[config.mk]
export PLATFORM = sky130hd
export DESIGN_NAME = uart_tx_cfg_flat
export DESIGN_NICKNAME = d
export VERILOG_FILES = /design/src/rtl/uart_pkg.sv /design/src/rtl/uart_tx_cfg_if.sv /design/src/rtl/uart_sync_fifo.sv /design/src/rtl/uart_tx_cfg.sv /design/src/flat_wrapper.sv
export SDC_FILE = /design/constraint.sdc
export NUM_CORES = 2
export LEC_CHECK = 0
export ABC_AREA = 0
export ABC_CLOCK_PERIOD_IN_PS = 6400
export CAP_MARGIN = 30
export CORE_ASPECT_RATIO = 1.25
export CORE_MARGIN = 4
export CORE_UTILIZATION = 48
export CTS_CLUSTER_DIAMETER = 30
export DETAILED_ROUTE_END_ITERATION = 8
export GPL_TIMING_DRIVEN = 0
export HOLD_SLACK_MARGIN = 0.15
export MAX_ROUTING_LAYER = met4
export PLACE_DENSITY = 0.64
export SETUP_SLACK_MARGIN = 0.1
export SYNTH_ARGS = -nofsm -noshare
export SYNTH_HDL_FRONTEND = slang
export SYNTH_SLANG_ARGS = --single-unit
[constraint.sdc]
create_clock -name CLK -period 6.4 [get_ports CLK]
set_input_delay 1.28 -clock CLK [delete_from_list [all_inputs] [get_ports CLK]]
set_output_delay 1.28 -clock CLK [all_outputs]
set_load 0.1 [all_outputs]
[src/rtl/uart_pkg.sv]
// Shared constants, FSM state type and elaboration helpers for the configurable UART transmitter.
package uart_pkg;

  localparam int unsigned PARITY_NONE = 0;
  localparam int unsigned PARITY_ODD  = 1;
  localparam int unsigned PARITY_EVEN = 2;

  typedef enum logic [2:0] {
    IDLE,
    START,
    DATA,
    PARITY,
    STOP
  } tx_state_t;

  // Clock cycles per bit; integer divide, remainder is dropped.
  function automatic int unsigned calc_ticks(input int unsigned clk_hz, input int unsigned baud);
    return clk_hz / baud;
  endfunction

  function automatic bit cfg_legal(input int unsigned data_bits, input int unsigned parity_mode,
                                   input int unsigned stop_bits, input int unsigned fifo_depth,
                                   input int unsigned ticks);
    return (data_bits >= 5) && (data_bits <= 9) &&
           (parity_mode <= PARITY_EVEN) &&
           ((stop_bits == 1) || (stop_bits == 2)) &&
           (fifo_depth >= 2) && ((fifo_depth & (fifo_depth - 1)) == 0) &&
           (ticks >= 2);
  endfunction

endpackage

[src/rtl/uart_tx_cfg_if.sv]
// Valid/ready write port carrying one payload word into the UART transmitter.
interface uart_tx_cfg_if #(
  parameter int unsigned DATA_BITS = 8
) ();
  logic                 i_valid;
  logic [DATA_BITS-1:0] i_data;
  logic                 o_ready;

  modport master (output i_valid, output i_data, input o_ready);
  modport slave  (input i_valid, input i_data, output o_ready);
endinterface

[src/rtl/uart_sync_fifo.sv]
// Synchronous FIFO: RAM storage with registered read port, full/empty flags and occupancy count.
module uart_sync_fifo #(
  parameter int unsigned WIDTH = 8,
  parameter int unsigned DEPTH = 256
) (
  input  logic                     clk,
  input  logic                     rst_n,
  input  logic                     wr_en,
  input  logic [WIDTH-1:0]         wr_data,
  input  logic                     rd_en,
  output logic [WIDTH-1:0]         rd_data,
  output logic                     full,
  output logic                     empty,
  output logic [$clog2(DEPTH):0]   level
);

  localparam int unsigned AW = $clog2(DEPTH);
  localparam int unsigned LW = AW + 1;

  logic [WIDTH-1:0] mem [DEPTH];
  logic [WIDTH-1:0] rd_data_q;
  logic [AW-1:0]    wr_ptr_q, wr_ptr_d;
  logic [AW-1:0]    rd_ptr_q, rd_ptr_d;
  logic [LW-1:0]    level_q, level_d;
  logic             do_wr, do_rd;

  assign full  = (level_q == LW'(DEPTH));
  assign empty = (level_q == '0);

  // Pointers wrap naturally because DEPTH is a power of two.
  always_comb begin
    do_wr    = wr_en && !full;
    do_rd    = rd_en && !empty;
    wr_ptr_d = wr_ptr_q;
    rd_ptr_d = rd_ptr_q;
    level_d  = level_q;
    if (do_wr) wr_ptr_d = wr_ptr_q + AW'(1);
    if (do_rd) rd_ptr_d = rd_ptr_q + AW'(1);
    if (do_wr && !do_rd)      level_d = level_q + LW'(1);
    else if (!do_wr && do_rd) level_d = level_q - LW'(1);
  end

  always_ff @(posedge clk or negedge rst_n) begin
    if (!rst_n) begin
      wr_ptr_q <= '0;
      rd_ptr_q <= '0;
      level_q  <= '0;
    end else begin
      wr_ptr_q <= wr_ptr_d;
      rd_ptr_q <= rd_ptr_d;
      level_q  <= level_d;
    end
  end

  // Storage and read register carry no reset so the array maps onto block RAM.
  always_ff @(posedge clk) begin
    if (do_wr) mem[wr_ptr_q] <= wr_data;
    if (do_rd) rd_data_q     <= mem[rd_ptr_q];
  end

  assign rd_data = rd_data_q;
  assign level   = level_q;

endmodule

[src/rtl/uart_tx_cfg.sv]
// Configurable UART transmitter: FIFO-buffered word input serialised LSB-first onto o_tx.
// Define UART_TX_BREAK_EN to add the i_break line-break input.
module uart_tx_cfg
  import uart_pkg::*;
#(
  parameter int unsigned CLK_FREQ    = 50_000_000,
  parameter int unsigned BAUD_RATE   = 115200,
  parameter int unsigned DATA_BITS   = 8,
  parameter int unsigned PARITY_MODE = 0,
  parameter int unsigned STOP_BITS   = 1,
  parameter int unsigned FIFO_DEPTH  = 256
) (
  input  logic                          CLK,
  input  logic                          RST,
  uart_tx_cfg_if.slave                  s_if,
`ifdef UART_TX_BREAK_EN
  input  logic                          i_break,
`endif
  output logic                          o_tx,
  output logic                          o_busy,
  output logic [$clog2(FIFO_DEPTH):0]   o_level
);

  localparam int unsigned TICKS = calc_ticks(CLK_FREQ, BAUD_RATE);
  localparam int unsigned TW    = (TICKS < 2) ? 1 : $clog2(TICKS);
  localparam int unsigned BW    = $clog2(DATA_BITS);

  if (!cfg_legal(DATA_BITS, PARITY_MODE, STOP_BITS, FIFO_DEPTH, TICKS)) begin : g_cfg_err
    $error("uart_tx_cfg: illegal parameter combination");
  end

  tx_state_t            state_q, state_d;
  logic [TW-1:0]        tick_q, tick_d;
  logic [BW-1:0]        bit_q, bit_d;
  logic [DATA_BITS-1:0] shift_q, shift_d;
  logic                 par_q, par_d;
  logic                 tx_q, tx_d;
  logic                 busy_q, busy_d;
  logic                 fifo_pop, fifo_full, fifo_empty;
  logic [DATA_BITS-1:0] fifo_rd_data;
  logic                 tick_end;
  logic                 brk;

`ifdef UART_TX_BREAK_EN
  assign brk = i_break;
`else
  assign brk = 1'b0;
`endif

  uart_sync_fifo #(
    .WIDTH (DATA_BITS),
    .DEPTH (FIFO_DEPTH)
  ) u_fifo (
    .clk     (CLK),
    .rst_n   (RST),
    .wr_en   (s_if.i_valid),
    .wr_data (s_if.i_data),
    .rd_en   (fifo_pop),
    .rd_data (fifo_rd_data),
    .full    (fifo_full),
    .empty   (fifo_empty),
    .level   (o_level)
  );

  assign tick_end = (tick_q == TW'(TICKS - 1));

  // Line value and busy are registered from the current state, so the line lags the FSM by one cycle.
  always_comb begin
    state_d  = state_q;
    tick_d   = tick_q;
    bit_d    = bit_q;
    shift_d  = shift_q;
    par_d    = par_q;
    tx_d     = 1'b1;
    busy_d   = 1'b1;
    fifo_pop = 1'b0;
    if (state_q != IDLE) tick_d = tick_end ? '0 : tick_q + TW'(1);
    unique case (state_q)
      IDLE: begin
        busy_d = 1'b0;
        tx_d   = !brk;
        if (!fifo_empty && !brk) begin
          fifo_pop = 1'b1;
          state_d  = START;
          tick_d   = '0;
        end
      end
      START: begin
        tx_d = 1'b0;
        // Registered FIFO read data is stable here until the next pop.
        if (tick_end) begin
          state_d = DATA;
          bit_d   = '0;
          shift_d = fifo_rd_data;
          par_d   = (PARITY_MODE == PARITY_ODD) ? ~^fifo_rd_data : ^fifo_rd_data;
        end
      end
      DATA: begin
        tx_d = shift_q[0];
        if (tick_end) begin
          shift_d = shift_q >> 1;
          if (bit_q == BW'(DATA_BITS - 1)) begin
            bit_d   = '0;
            state_d = (PARITY_MODE == PARITY_NONE) ? STOP : PARITY;
          end else begin
            bit_d = bit_q + BW'(1);
          end
        end
      end
      PARITY: begin
        tx_d = par_q;
        if (tick_end) state_d = STOP;
      end
      STOP: begin
        if (tick_end) begin
          if (bit_q == BW'(STOP_BITS - 1)) begin
            bit_d = '0;
            if (!fifo_empty && !brk) begin
              fifo_pop = 1'b1;
              state_d  = START;
            end else begin
              state_d = IDLE;
            end
          end else begin
            bit_d = bit_q + BW'(1);
          end
        end
      end
      default: state_d = IDLE;
    endcase
  end

  always_ff @(posedge CLK or negedge RST) begin
    if (!RST) begin
      state_q <= IDLE;
      tick_q  <= '0;
      bit_q   <= '0;
      shift_q <= '0;
      par_q   <= 1'b0;
      tx_q    <= 1'b1;
      busy_q  <= 1'b0;
    end else begin
      state_q <= state_d;
      tick_q  <= tick_d;
      bit_q   <= bit_d;
      shift_q <= shift_d;
      par_q   <= par_d;
      tx_q    <= tx_d;
      busy_q  <= busy_d;
    end
  end

  assign o_tx        = tx_q;
  assign o_busy      = busy_q;
  assign s_if.o_ready = !fifo_full;

endmodule

[src/flat_wrapper.sv]
// flat-port wrapper written by rule: the top's interface ports become plain ports
module uart_tx_cfg_flat import uart_pkg::*;
#(
  parameter int unsigned CLK_FREQ    = 50_000_000,
  parameter int unsigned BAUD_RATE   = 115200,
  parameter int unsigned DATA_BITS   = 8,
  parameter int unsigned PARITY_MODE = 0,
  parameter int unsigned STOP_BITS   = 1,
  parameter int unsigned FIFO_DEPTH  = 256
)
  (CLK, RST, o_tx, o_busy, o_level, s_if_i_valid, s_if_i_data, s_if_o_ready);
  uart_tx_cfg_if #(.DATA_BITS(DATA_BITS)) s_if_i ();
  input  logic CLK;
  input  logic RST;
  output logic o_tx;
  output logic o_busy;
  output logic [$clog2(FIFO_DEPTH):0] o_level;
  input wire logic [$bits(s_if_i.i_valid)-1:0] s_if_i_valid;
  input wire logic [$bits(s_if_i.i_data)-1:0] s_if_i_data;
  output wire logic [$bits(s_if_i.o_ready)-1:0] s_if_o_ready;
  assign s_if_i.i_valid = s_if_i_valid;
  assign s_if_i.i_data = s_if_i_data;
  assign s_if_o_ready = s_if_i.o_ready;
  uart_tx_cfg #(.CLK_FREQ(CLK_FREQ), .BAUD_RATE(BAUD_RATE), .DATA_BITS(DATA_BITS), .PARITY_MODE(PARITY_MODE), .STOP_BITS(STOP_BITS), .FIFO_DEPTH(FIFO_DEPTH)) u_core (.CLK(CLK), .RST(RST), .s_if(s_if_i), .o_tx(o_tx), .o_busy(o_busy), .o_level(o_level));
endmodule
==> run_results.csv <==
group,metric,value,unit
grt,globalRouteTotalUtil,32.09,%
cts,clkLatencyLatePin,930,ps
sta,report.final.setup_viol,0,
cts,buffer_depth_of_the_longest_clock_path,4,
pwr,p_sw,7.970,mW
cells_and_area,final.fill_count,12480,
critical_path,worstPathMaxFanout,10,
cts,hold_buffers,0,
placed_design,detailedPlacementHpwl,178200,um
critical_path,cp-end-kind,"register",
sta,period_share,87.64,%
run_status,status,"complete, no violations",
sta,post-route-min-period,5609,ps
cells_and_area,flow.area_growth_from_synthesis,18.57,%
pwr,power.density_cell_area,358.1,mW/mm^2
synth,yosys.cell_types.count,63,
synth,synth_most_common_cell,"sky130_fd_sc_hd__edfxtp_1",
hold_path,timing.hold.worst.class,"in2async",
critical_path,worstReg2RegStart,"u_core.u_fifo.rd_ptr_q[2]",
cells_and_area,proportion_of_layout_cells_with_a_drive_suffix_above_1,27.45,%
pwr,clockPowerShare,52.0,%
sta,tns,0,ps
grt,grt_start_max_net_pins,161,
floorplan,die_width,378.9,um
synth,ys_async_sr_fraction,2.421,%
job,maxCapViolCount,0,
synth,fraction_of_post_synthesis_cell_area_in_the_top_cell_type_by_area,74.79,%
route,dr_wl_cell,40.16,um
critical_path,cp-startpoint,"u_core.u_fifo.rd_ptr_q[2]",
pwr,power.static_leakage,32.54,nW
floorplan,floorplan.initialDensity,48.44,%
synth,number_of_synthesized_flops_with_an_enable_pin,2056,
placed_design,routabilityCongestion,1.003,
synth,dominantRegCellSynth,"sky130_fd_sc_hd__edfxtp_1",
floorplan,die-height,471.7,um
route,route.vias.total,45890,
route,drt_iter0_drc,7982,
pwr,internal_power,27.08,mW
route,via_to_cell_ratio,6.635,
grt,grt_pass1_vias,45000,
grt,number_of_antenna_violations_at_the_first_check_in_global_routing,9,
critical_path,ff2ff_setup_slack,790,ps
critical_path,worst_setup_path_start_kind,"register",
critical_path,rr_worst_depth,10,
synth,flip_flop_and_latch_count_after_synthesis,2107,
grt,wire_length_of_the_first_global_routing_pass,374400,um
synth,syn-num-nets,4014,
critical_path,cp.required,7010,ps
synth,library_cell_occupying_the_most_area_in_the_post_synthesis_netlist,"sky130_fd_sc_hd__edfxtp_1",
placed_design,buffer_ports.inserted,22,
synth,syn-cell-area,0.08255,sq mm
cts,clock_tree.root_cell,"sky130_fd_sc_hd__clkbuf_16",
critical_path,worst-setup-path-type,"reg2reg",
cts,tritoncts,"done",
synth,syn-instance-count,3983,
sta,max_slew_margin,18.73,%
pwr,switching_share,22.74,%
cts,cts-htree-levels,5,
floorplan,core,0.1704,sq mm
floorplan,die_area,0.1787,sq mm
grt,globalRouteOverflowTotal,0,
synth,synth.yosys.seq_area_share,76.33,%
sta,rsz0062_at_grt,"no",
sta,fmaxAchievable,0.1783,GHz
critical_path,timing.critical_path.arrival,6220,ps
placed_design,dpl.cell_count,6278,
cts,clk_pin_slew_worst_paths,50,ps
cells_and_area,layout.core_utilization,57.43,%
route,wl,277800,um
cts,cts_num_sinks,2107,
placed_design,dpl-instance-area,0.08641,sq mm
cells_and_area,num-nets-final,4443,
cells_and_area,stdcell_count,6917,
cts,post_cts_resized,0,
synth,avgSynthCellArea,20.73,sq um
synth,yosys-top-cells-area,"sky130_fd_sc_hd__edfxtp_1, sky130_fd_sc_hd__mux4_2, sky130_fd_sc_hd__mux2i_1",
critical_path,rr_endpoint,"u_core.u_fifo.rd_data[3]",
pwr,p_seq_share,44.0,%
pwr,comb_power_share,4.1,%
pwr,ir_worst_vdd,0.0003445,V
cts,postCtsSetupRepairBufs,0,
route,detail-route-antenna-nets,0,
sta,finClkSkew,46.63,ps
cts,cts_made_buffers,349,
route,drt_pre_antenna_iters,9,
floorplan,fp-row-count,169,
synth,netlist_top_cells_count,"sky130_fd_sc_hd__edfxtp_1, sky130_fd_sc_hd__mux4_2, sky130_fd_sc_hd__nor2_1",
cells_and_area,stdcell_area,0.09788,sq mm
synth,ys.warnings.count,0,
floorplan,io_pins,23,
sta,maxSlewViolCount,0,
sta,timing.final.hold_violations,0,
sta,worst_slew_pin_slew,1219,ps
route,drcViolationCount,0,
==> power groups by stage <==
stage / sequential, mW / combinational, mW / clock (mW)
2_1_floorplan: 15.9 / 0.483 / 0
3_3_place_gp: 15.8 / 1.31 / 0
3_5_place_dp: 15.7 / 1.37 / 0
4_1_cts: 15.4 / 1.38 / 18.2
5_1_grt: 15.4 / 1.45 / 18.9
6_report: 15.4 / 1.42 / 18.2
==> worst max-delay path, stage by stage, from the launching register on <==
cell and delay, ps:
sky130_fd_sc_hd__dfrtp_1 410, sky130_fd_sc_hd__inv_1 280, sky130_fd_sc_hd__buf_2 730, sky130_fd_sc_hd__buf_2 580, sky130_fd_sc_hd__buf_2 740, sky130_fd_sc_hd__mux2i_1 240, sky130_fd_sc_hd__o21ai_0 790, sky130_fd_sc_hd__o31ai_1 200
sky130_fd_sc_hd__a21oi_1 800, sky130_fd_sc_hd__o31ai_1 180, sky130_fd_sc_hd__o31ai_1 280
==> registers in the layout, summed over array words and instances, names as in the netlist <==
| signal | count |
|---|---|
| u_core.o_tx | 1 |
| u_core.u_fifo.wr_ptr_q | 8 |
| u_core.o_busy | 1 |
| u_core.u_fifo.rd_data | 8 |
| u_core.u_fifo.mem | 2048 |
| u_core.bit_q | 3 |
| u_core.u_fifo.rd_ptr_q | 8 |
| u_core.par_q | 1 |
| u_core.tick_q | 9 |
| u_core.u_fifo.level | 9 |
| u_core.state_q | 3 |
| u_core.shift_q | 8 |
==> layer usage <==
metal	vias to the layer above	share of wire, %	track usage (%)	wire length [um]
li1	17450	-	-	-
met1	24170	34	38.68	94510
met2	3446	47	48.24	129700
met3	829	12	8.866	32150
met4	0	7.7	19.88	21500
met5	-	0	-	0
==> per-stage QoR <==
step           worst slack [ps]  hold WS [ps]  total power, mW
3_5_place_dp               1134         501.7            17.05
5_1_grt                   826.8         382.9            35.80
4_1_cts                    1127         338.0            35.04
2_1_floorplan              1750         466.7            16.34
6_report                  791.0         376.5            35.05
3_3_place_gp              -3665         502.4            17.13
==> placed cells by master, fill, tap and decap left out, drive strengths merged, types with 26 or more instances in the layout <==
cell type,instances
nor2,307
clkinv,130
clkinvlp,35
nand2,136
mux2i,183
a21oi,54
mux4,495
clkbuf,479
dfrtp,50
o21ai,51
inv,65
nand3,40
bufinv,31
edfxtp,2056
a22oi,26
buf,196
==> worst max path at each step <==
stage          cells after the start  slack (ps)                  endpoint
5_1_grt                           10         830  u_core.u_fifo.rd_data[5]
6_report                          10         790  u_core.u_fifo.rd_data[3]
3_5_place_dp                       9        1130  u_core.u_fifo.rd_data[5]
2_1_floorplan                     14        1750    u_core.u_fifo.level[7]
3_3_place_gp                       1       -3660  u_core.u_fifo.mem[43][0]
4_1_cts                            9        1130  u_core.u_fifo.rd_data[5]
==> final cells by class <==
type | count | area (sq um) | share of cell area (%)
flip-flops and latches | 2107 | 63020 | 64.38
multi-input cells | 1628 | 18230 | 18.63
clock buffers | 379 | 8952 | 9.146
well taps | 2223 | 2781 | 2.842
clock inverters | 245 | 2451 | 2.504
plain buffers | 232 | 1314 | 1.342
repair buffers | 78 | 1051 | 1.074
inverters | 16 | 60.06 | 0.06136
diodes | 9 | 22.52 | 0.02301
==> cell families (layout without fill, tap and decap cells) <==
kind of cell / Yosys count / in the layout / synth area share (%)
AOI/OAI and AO/OA: 301 / 301 / 2.527
DFF: 2107 / 2107 / 76.33
buffers and inverters: 248 / 950 / 1.605
other: 0 / 9 / 0
muxes: 686 / 686 / 15.83
adders and majority gates: 20 / 20 / 0.3122
xor gates and xnor gates: 30 / 30 / 0.3183
and+or+nand+nor: 591 / 591 / 3.071
(Power assumes the default switching activity.)
